--- src/rtl/l2send.sv ---
// l2send: L2 bus transmitter. Queues L2 transactions and drives them onto the shared bus in this node's TDM frame.
// Optional build macro L2SEND_NACKCNT_EN adds the l2send_nackcnt saturating nacked-frame counter port.
module l2send #(
    parameter int NODE_ID   = 0,
    parameter int NUM_NODES = 4,
    parameter int QDEPTH    = 2
) (
    input  logic         clk,
    input  logic         rst,
    input  logic         l2_l2send_valid,
    output logic         l2send_l2_ready,
    input  logic [2:0]   l2_l2send_cmd,
    input  logic [4:0]   l2_l2send_tag,
    input  logic [25:0]  l2_l2send_addr,
    input  logic [511:0] l2_l2send_data,
    output logic         l2send_l2_done,
    input  logic         l2recv_l2send_free,
    input  logic [2:0]   l2recv_l2send_freeidx,
    output logic         l2send_bus_valid,
    output logic [2:0]   l2send_bus_cmd,
    output logic [4:0]   l2send_bus_tag,
    output logic [29:0]  l2send_bus_addr,
    output logic [63:0]  l2send_bus_data,
    input  logic         bus_nack
`ifdef L2SEND_NACKCNT_EN
    ,
    output logic [15:0]  l2send_nackcnt
`endif
);
    localparam int         PW         = $clog2(QDEPTH);
    localparam int         CW         = PW + 1;
    localparam logic [1:0] NODE       = 2'(NODE_ID);
    localparam logic [1:0] LAST_FRAME = 2'(NUM_NODES - 1);
    localparam logic [2:0] CMD_BUSRD  = 3'd0;
    localparam logic [2:0] CMD_BUSRDX = 3'd1;
    localparam logic [2:0] CMD_FILL   = 3'd3;
    localparam logic [2:0] CMD_FLUSH  = 3'd4;

    typedef enum logic {S_IDLE, S_XMIT} state_t;

    state_t          state_r, state_nxt;
    logic [2:0]      cyc_r;
    logic [1:0]      frame_r;
    logic [PW-1:0]   rd_ptr, wr_ptr;
    logic [CW-1:0]   count;
    logic [7:0]      free_r, free_nxt;
    logic            head_tag_vld_r;
    logic [2:0]      head_tag_idx_r;
    logic            nack_r;

    logic [2:0]      q_cmd  [QDEPTH];
    logic [4:0]      q_tag  [QDEPTH];
    logic [25:0]     q_addr [QDEPTH];
    logic [511:0]    q_data [QDEPTH];

    logic            push, pop, launch, alloc;
    logic            frame_end, next_own;
    logic [PW-1:0]   cand_ptr;
    logic            cand_valid, cand_held, cand_is_rd, cand_is_data, needs_tag;
    logic [2:0]      cand_cmd;
    logic [4:0]      cand_tag;
    logic            free_any;
    logic [2:0]      free_idx;
    logic [2:0]      head_cmd, next_beat;
    logic            head_is_data;
    logic [4:0]      head_bus_tag;
    logic [511:0]    head_data;

    assign l2send_l2_ready = (count != CW'(QDEPTH));
    assign push            = l2_l2send_valid && l2send_l2_ready;
    assign l2send_l2_done  = pop;

    // NOTE: every always_comb output gets a default before any branch so no latch is inferred.
    always_comb begin
        frame_end    = (cyc_r == 3'd7);
        next_own     = (((frame_r == LAST_FRAME) ? 2'd0 : frame_r + 2'd1) == NODE);
        pop          = (state_r == S_XMIT) && frame_end && !nack_r;

        // At a frame boundary the launch candidate is the entry that will be head after any pop.
        cand_ptr     = pop ? rd_ptr + PW'(1) : rd_ptr;
        cand_valid   = pop ? (count > CW'(1)) : (count != '0);
        cand_cmd     = q_cmd[cand_ptr];
        cand_held    = !pop && head_tag_vld_r;
        cand_is_rd   = (cand_cmd == CMD_BUSRD) || (cand_cmd == CMD_BUSRDX);
        cand_is_data = (cand_cmd == CMD_FILL) || (cand_cmd == CMD_FLUSH);
        needs_tag    = cand_is_rd && !cand_held;

        free_any = 1'b0;
        free_idx = 3'd0;
        for (int i = 7; i >= 0; i--) begin
            if (free_r[i]) begin
                free_any = 1'b1;
                free_idx = 3'(i);
            end
        end

        launch = frame_end && next_own && cand_valid && (!needs_tag || free_any);
        alloc  = launch && needs_tag;

        if (cand_cmd == CMD_FILL)
            cand_tag = q_tag[cand_ptr];
        else if (cand_is_rd)
            cand_tag = {NODE, needs_tag ? free_idx : head_tag_idx_r};
        else
            cand_tag = {NODE, 3'b000};

        state_nxt = state_r;
        if (frame_end)
            state_nxt = launch ? S_XMIT : S_IDLE;

        // Freed index is applied after allocation, so it is only reusable next cycle.
        free_nxt = free_r;
        if (alloc)
            free_nxt[free_idx] = 1'b0;
        if (l2recv_l2send_free)
            free_nxt[l2recv_l2send_freeidx] = 1'b1;

        head_cmd     = q_cmd[rd_ptr];
        head_is_data = (head_cmd == CMD_FILL) || (head_cmd == CMD_FLUSH);
        head_bus_tag = (head_cmd == CMD_FILL) ? q_tag[rd_ptr] : {NODE, 3'b000};
        head_data    = q_data[rd_ptr];
        next_beat    = cyc_r + 3'd1;
    end

    // NOTE: queue storage is deliberately not reset; count and pointers alone define validity.
    always_ff @(posedge clk) begin
        if (push) begin
            q_cmd[wr_ptr]  <= l2_l2send_cmd;
            q_tag[wr_ptr]  <= l2_l2send_tag;
            q_addr[wr_ptr] <= l2_l2send_addr;
            q_data[wr_ptr] <= l2_l2send_data;
        end
    end

    // NOTE: sequential state uses non-blocking assignments only, so all registers update together.
    always_ff @(posedge clk) begin
        if (rst) begin
            state_r        <= S_IDLE;
            cyc_r          <= 3'd0;
            frame_r        <= 2'd0;
            rd_ptr         <= '0;
            wr_ptr         <= '0;
            count          <= '0;
            free_r         <= '1;
            head_tag_vld_r <= 1'b0;
            head_tag_idx_r <= 3'd0;
            nack_r         <= 1'b0;
        end else begin
            state_r <= state_nxt;
            cyc_r   <= cyc_r + 3'd1;
            if (frame_end)
                frame_r <= (frame_r == LAST_FRAME) ? 2'd0 : frame_r + 2'd1;
            if (push)
                wr_ptr <= wr_ptr + PW'(1);
            if (pop)
                rd_ptr <= rd_ptr + PW'(1);
            count  <= count + CW'(push) - CW'(pop);
            free_r <= free_nxt;
            if (pop)
                head_tag_vld_r <= 1'b0;
            if (alloc) begin
                head_tag_vld_r <= 1'b1;
                head_tag_idx_r <= free_idx;
            end
            if ((state_r == S_XMIT) && (cyc_r == 3'd2))
                nack_r <= bus_nack;
        end
    end

    // Bus registers are loaded one cycle ahead so each beat appears on its own cyc_r value.
    always_ff @(posedge clk) begin
        if (rst) begin
            l2send_bus_valid <= 1'b0;
            l2send_bus_cmd   <= 3'd0;
            l2send_bus_tag   <= 5'd0;
            l2send_bus_addr  <= 30'd0;
            l2send_bus_data  <= 64'd0;
        end else if (launch) begin
            l2send_bus_valid <= 1'b1;
            l2send_bus_cmd   <= cand_cmd;
            l2send_bus_tag   <= cand_tag;
            l2send_bus_addr  <= {q_addr[cand_ptr], 4'b0000};
            l2send_bus_data  <= cand_is_data ? q_data[cand_ptr][63:0] : 64'd0;
        end else if ((state_r == S_XMIT) && !frame_end && head_is_data) begin
            l2send_bus_valid <= 1'b1;
            l2send_bus_cmd   <= head_cmd;
            l2send_bus_tag   <= head_bus_tag;
            l2send_bus_addr  <= {q_addr[rd_ptr], next_beat, 1'b0};
            l2send_bus_data  <= head_data[{next_beat, 6'b000000} +: 64];
        end else begin
            l2send_bus_valid <= 1'b0;
            l2send_bus_cmd   <= 3'd0;
            l2send_bus_tag   <= 5'd0;
            l2send_bus_addr  <= 30'd0;
            l2send_bus_data  <= 64'd0;
        end
    end

`ifdef L2SEND_NACKCNT_EN
    logic [15:0] nackcnt_r;

    always_ff @(posedge clk) begin
        if (rst)
            nackcnt_r <= 16'd0;
        else if ((state_r == S_XMIT) && frame_end && nack_r && (nackcnt_r != 16'hFFFF))
            nackcnt_r <= nackcnt_r + 16'd1;
    end

    assign l2send_nackcnt = nackcnt_r;
`endif

endmodule

--- config.mk ---
export PLATFORM = sky130hd
export DESIGN_NAME = l2send
export DESIGN_NICKNAME = d
export VERILOG_FILES = /design/src/rtl/l2send.sv
export SDC_FILE = /design/constraint.sdc
export NUM_CORES = 1
export LEC_CHECK = 0
export BUFFER_PORTS_ARGS = -buffer_cell sky130_fd_sc_hd__buf_2
export CORE_ASPECT_RATIO = 0.75
export CORE_MARGIN = 4
export CORE_UTILIZATION = 54
export CTS_CLUSTER_DIAMETER = 40
export DETAILED_ROUTE_END_ITERATION = 6
export PLACE_DENSITY = 0.77
export SLEW_MARGIN = 15
export SYNTH_ARGS = -nofsm -noshare
export SYNTH_HDL_FRONTEND = slang
export SYNTH_SLANG_ARGS = --single-unit
--- constraint.sdc ---
create_clock -name clk -period 78.4 [get_ports clk]
set_input_delay 15.68 -clock clk [delete_from_list [all_inputs] [get_ports clk]]
set_output_delay 15.68 -clock clk [all_outputs]
set_load 0.01 [all_outputs]
==> reports/results.ini, run 1 <==
[route]
via_count=23540
wl_per_cell_um=27.05
vias_per_cell=5.910
initialDrtViolationCount=2548
routed_wl_um=107700
drc_errors=0
ant_nets=0
drtPass1Iterations=5

[synthesis]
yosysWarnings=0
synthTopCellsByCount=edfxtp_1 (1092), mux4_2 (320), dfxtp_1 (125), mux2i_1 (77), inv_1 (72)
synth_nets=2586
synth_area_um2=45520
synth_top_area_share_pct=72.04
synth.area.top_cells=edfxtp_1 (72%), mux4_2 (16%), dfxtp_1 (5.5%)
yosysSeqAreaShare_pct=77.53
netlist_instances=2026
synth_ff_type=edfxtp_1
ys_async_sr_fraction_pct=0
yosysMostFrequentCell=edfxtp_1
synth_edf_count=1092
synth_top_area_cell=edfxtp_1
yosys.cell_types.count=49
syn_avg_cell_area_um2=22.47
yosys_register_bits=1217

[sta]
maxClockFrequency_mhz=49.92
grt_setup_unrepaired=no
fin_crit_ns=20.03
skew_ns=0.03558
finalSetupViolCount=0
fin_crit_sh_pct=25.55
fin_tns_setup_ns=0
fin_hold_ws_ns=0.4531
slew-limit-headroom_pct=18.58
finalMaxSlewViolations=0
hold_viol=0
tightest_slew_ns=1.221

[clocking]
htreeDepth=3
cts_buffers=114
ctsLongestPathBuffers=3
clk_pin_slew_ns=0.06
root_buffer=clkbuf_16
cts.sinks=1217
cts_tree=done
cts_setup_buffers=0
cts_resized=0
hold_buffers=0
clock_latency_ns=0.68

[worst_setup_path]
worstReg2RegStart=count[0]$_SDFF_PP0_
critPathLaunchType=input port
critPathLaunch=l2_l2send_valid
crit_fanout=79
arrival_ns=20.31
crit_required_ns=78.68
cp-end-kind=flop
path_class=input port to flop

[power]
clkPwrFrac_pct=38.4
total_power_mw=1.435
pwr-share-seq_pct=54.1
p_switching_mw=0.3090
internal_power_mw=1.126
max-vdd-ir-drop_mv=0.02490
leakagePower_nw=18.91
sw_frac_of_total_pct=21.53
powerDensity_nw_per_um2=26.58
p_comb_share_pct=7.5

[global_route]
gr-total-overflow=0
grt_start_max_net_pins=172
grt_first_pass_wirelength_um=157000
antenna_found_initial=60
grt_usage_pct=23.87
grt_pass1_vias=24590

[run_status]
outcome=complete, no violations

[worst_hold_path]
hp-start=q_addr[0][11]$_DFFE_PP_
min_path_type=flop to flop

[final_layout]
regArea_um2=35300
fillers=5403
area_growth_pct=18.60
multi_input_area_um2=9548
layout.nets=3284
drive_above_1_share_pct=42.55
final_util_pct=65.13

[placed_design]
place_congestion=0.8741
io_buffers=657
place_hpwl_um=71220

[floorplanning]
initial_utilization_pct=54.92
core_um2=82890
rows=91
die_w_um=343.3
fp.dieArea_um2=89050
io_pins=659
die_h_um=259.4

[job]
drv_cap=0

==> path summary, 6_finish.rpt <==
check	to	slack, ns	cells after the start
setup / recovery	q_data[1][192]$_DFFE_PP_	58.37	6
hold / removal	l2send_bus_addr[15]$_SDFF_PP0_	0.45	1
setup reg to reg	q_data[1][192]$_DFFE_PP_	72.94	6
hold reg to reg	l2send_bus_addr[15]$_SDFF_PP0_	0.45	1
==> layer usage <==
layer / part of all wire (%) / GRT usage (%) / up-vias
met2: 52 / 40.06 / 1125
met1: 37 / 31.13 / 12220
li1: - / - / 9969
met3: 8.5 / 6.168 / 193
met5: 0.22 / 0 / -
met4: 2.2 / 7.228 / 38
==> power by group through the flow <==
stage / clock network (mW) / registers (mW) / logic, mW
2_1_floorplan: 0 / 0.823 / 0.0659
3_3_place_gp: 0 / 0.785 / 0.104
3_5_place_dp: 0 / 0.789 / 0.108
4_1_cts: 0.560 / 0.776 / 0.108
5_1_grt: 0.590 / 0.779 / 0.115
6_report: 0.551 / 0.776 / 0.108
==> worst max-delay path, stage by stage <==
cell and delay (ns):
buf_2 0.10, and3_4 0.69, buf_4 0.83, buf_4 0.88, buf_4 0.94, buf_4 0.88
==> kinds of logic after synthesis <==
logic type                 after synthesis  synth area share, %
AOI/OAI and AO/OA                      143                2.213
xor gates and xnor gates                 5              0.09622
adders and majority gates                6               0.1649
buffers and inverters                  177                1.580
DFF                                   1217                77.53
muxes                                  397                17.53
other                                    1             0.008238
and+or+nand+nor                         80               0.8769
==> state kept, by name (all words and copies together), names as in the netlist, 3 cells and up <==
name and cells:
q_tag 10, free_r 8, q_cmd 6, q_addr 52
q_data 1024, l2send_bus_addr 29, cyc_r 3, l2send_bus_data 64
l2send_bus_cmd 3, l2send_bus_tag 5, head_tag_idx_r 3
==> area by class of cell <==
cell class / instances / share of cell area [%]
clock buffer: 160 / 6.023
clock inverter: 57 / 1.057
multi-input combinational: 632 / 17.69
inverter: 72 / 0.5099
sequential: 1217 / 65.39
timing repair buffer: 687 / 6.554
tap: 1116 / 2.586
antenna: 42 / 0.1947
==> stage by stage <==
step | setup slack, ns | instance area, µm² | instances
after floorplan | 38.58 | 45520 | 2026
after global placement | 57.94 | 50050 | 3724
after detailed placement | 57.74 | 50050 | 3724
after CTS | 58.47 | 53870 | 3941
after global routing | 58.09 | 53940 | 3966
final | 58.37 | 53990 | 3983
==> cells in the final DEF, fill, tap and decap left out, types with 5 or more instances in the layout <==
cell type   instances
clkinv_2           17
edfxtp_1         1092
mux4_2            320
nor2_1             28
diode_2            42
clkbuf_1           29
inv_1              71
clkinvlp_4          7
clkbuf_16         119
dfxtp_1           123
a22o_1             26
mux2i_1            77
nand2_1            19
buf_2             657
a21oi_1            15
clkinv_1            6
o22ai_1            69
clkbuf_8           12
buf_4              28
bufinv_16           7
nor2b_1             5
ha_1                5
and3_1              5
inv_6               9
clkinv_4            6
No activity file was read; power rests on OpenSTA's default activity.
==> run 2, diff against run 1 <==
--- a/config.mk
+++ b/config.mk
@@ -8,10 +8,10 @@
 export BUFFER_PORTS_ARGS = -buffer_cell sky130_fd_sc_hd__buf_2
 export CORE_ASPECT_RATIO = 0.75
 export CORE_MARGIN = 4
-export CORE_UTILIZATION = 54
+export CORE_UTILIZATION = 51
 export CTS_CLUSTER_DIAMETER = 40
 export DETAILED_ROUTE_END_ITERATION = 6
-export PLACE_DENSITY = 0.77
+export PLACE_DENSITY = 0.76
 export SLEW_MARGIN = 15
 export SYNTH_ARGS = -nofsm -noshare
 export SYNTH_HDL_FRONTEND = slang
==> constraint.sdc (replaced) <==
create_clock -name clk -period 18.3 [get_ports clk]
set_input_delay 3.66 -clock clk [delete_from_list [all_inputs] [get_ports clk]]
set_output_delay 3.66 -clock clk [all_outputs]
set_load 0.01 [all_outputs]
==> run 2 against run 1 <==
Compared with the run above: global-route usage is 1.5 points lower; utilization is 3.5 points lower; register-to-register slack worse by 60 ns; wire length is 1.0% lower; critical path type unchanged; largest cell class unchanged.
==> reports/results.ini, run 2 (synthesis gave the netlist of run 1 again) <==
[route]
vias_per_cell=5.813
via_count=23440
ant_nets=0
wl_per_cell_um=26.45
initialDrtViolationCount=2469
drtPass1Iterations=7
drc_errors=0
routed_wl_um=106700

[floorplanning]
die_w_um=353.0
rows=94
initial_utilization_pct=51.67
fp.dieArea_um2=94150
core_um2=88090
io_pins=659
die_h_um=266.7

[power]
total_power_mw=6.238
leakagePower_nw=19.00
max-vdd-ir-drop_mv=0.09377
powerDensity_nw_per_um2=114.9

[clocking]
clock_latency_ns=0.70
clk_pin_slew_ns=0.06
hold_buffers=0
htreeDepth=3
cts_buffers=118
cts.sinks=1217
cts_setup_buffers=0
root_buffer=clkbuf_16
cts_resized=0
cts_tree=done
ctsLongestPathBuffers=3

[run_status]
outcome=complete, no violations

[placed_design]
io_buffers=657
place_hpwl_um=69390
place_congestion=0.8550

[worst_setup_path]
critPathSlowestCell=buf_4
worstReg2RegStart=count[0]$_SDFF_PP0_
crit_required_ns=18.59
crit_top_cell=buf_4
r2r_slack_ns=13.33
cp-end-kind=flop
r2r_end=q_data[1][363]$_DFFE_PP_
path_cells=buf_2, and3_4, buf_4, buf_4, buf_12, buf_4
r2r_cells=6
critPathLaunchType=input port
slowest_delay_ns=0.87
crit_fanout=144
arrival_ns=7.78
path_class=input port to flop

[worst_hold_path]
hold_depth=1
min_path_type=flop to flop
whs_endpoint=l2send_bus_addr[12]$_SDFF_PP0_
hp-start=q_addr[0][8]$_DFFE_PP_

[final_layout]
mostFrequentLayoutCells=edfxtp_1 (1092), buf_2 (657), mux4_2 (320), dfxtp_1 (123), clkbuf_16 (122)
largest_register=q_data
largest_register_ffs=1024
mostFrequentLayoutCell=edfxtp_1
drive_above_1_share_pct=42.72
reg_top3=q_data x1024, l2send_bus_data x64, q_addr x52
area_growth_pct=19.22
layout.nets=3286
final_util_pct=61.61

[sta]
fin_tns_setup_ns=0
tightest_slew_ns=1.151
fin_crit_ns=7.486
finalSetupViolCount=0
hold_viol=0
fin_crit_sh_pct=40.91
maxClockFrequency_mhz=133.6
grt_setup_unrepaired=no
skew_ns=0.03502
slew-limit-headroom_pct=23.25
finalMaxSlewViolations=0

[global_route]
antenna_found_initial=66
grt_first_pass_wirelength_um=155700
grt_usage_pct=22.32
grt_pass1_vias=24690
gr-total-overflow=0
grt_start_max_net_pins=171

[job]
drv_cap=0

## run 2: changes by cell type in the layout (fill, tap and decap cells not counted), moves of 3 or more
cell	change
clkbuf_1	-8
clkinv_1	+6
clkbuf_16	+3
diode_2	+8
buf_4	-4
clkinv_4	-3
clkinv_2	+4
## run 2: worst max-delay path, delay by kind of cell
family | cells | cell delay [ns]
and+or+nand+nor | 1 | 0.70
buffers and inverters | 5 | 3.10
## run 2: worst max path at each step
stage,startpoint,slack [ns],cells after the start,to
2_1_floorplan,l2_l2send_valid,1.24,1,q_addr[1][0]$_DFFE_PP_
3_3_place_gp,l2_l2send_valid,10.26,6,q_data[1][297]$_DFFE_PP_
3_5_place_dp,l2_l2send_valid,10.07,6,q_data[1][361]$_DFFE_PP_
4_1_cts,l2_l2send_valid,10.81,6,q_data[1][363]$_DFFE_PP_
5_1_grt,l2_l2send_valid,10.56,6,q_data[1][363]$_DFFE_PP_
6_report,l2_l2send_valid,10.81,6,q_data[1][363]$_DFFE_PP_
## run 2: stage by stage
step	instances	cell area [µm²]	setup WS, ns	hold slack (ns)
after floorplan	2026	45530	1.238	0.4358
after global placement	3758	50110	10.26	0.4391
after detailed placement	3758	50110	10.07	0.4421
after CTS	3982	54130	10.81	0.4541
after global routing	4014	54230	10.56	0.4652
final	4032	54270	10.81	0.4480
## run 2: layout make-up
class | instances | area (µm²)
flip-flops and latches | 1217 | 35300
fillers | 6008 | 33820
multi-input cells | 632 | 9555
repair buffers | 685 | 3548
clock buffers | 156 | 3311
well taps | 1152 | 1441
clock inverters | 68 | 713.2
inverters | 72 | 275.3
diodes | 50 | 125.1
## run 2: report_power, final
group / leakage (nW) / switching, mW / internal [mW] / total [mW]
sequential: 11.2 / 0.0536 / 3.27 / 3.32
combinational: 5.81 / 0.262 / 0.205 / 0.467
clock: 1.97 / 1.04 / 1.41 / 2.45
## run 2: per-layer routing
layer / GRT usage [%] / wire length, µm
met1: 28.56 / 39370
met2: 37.25 / 54730
met3: 6.101 / 9314
met4: 8.092 / 2989
met5: 0 / 258
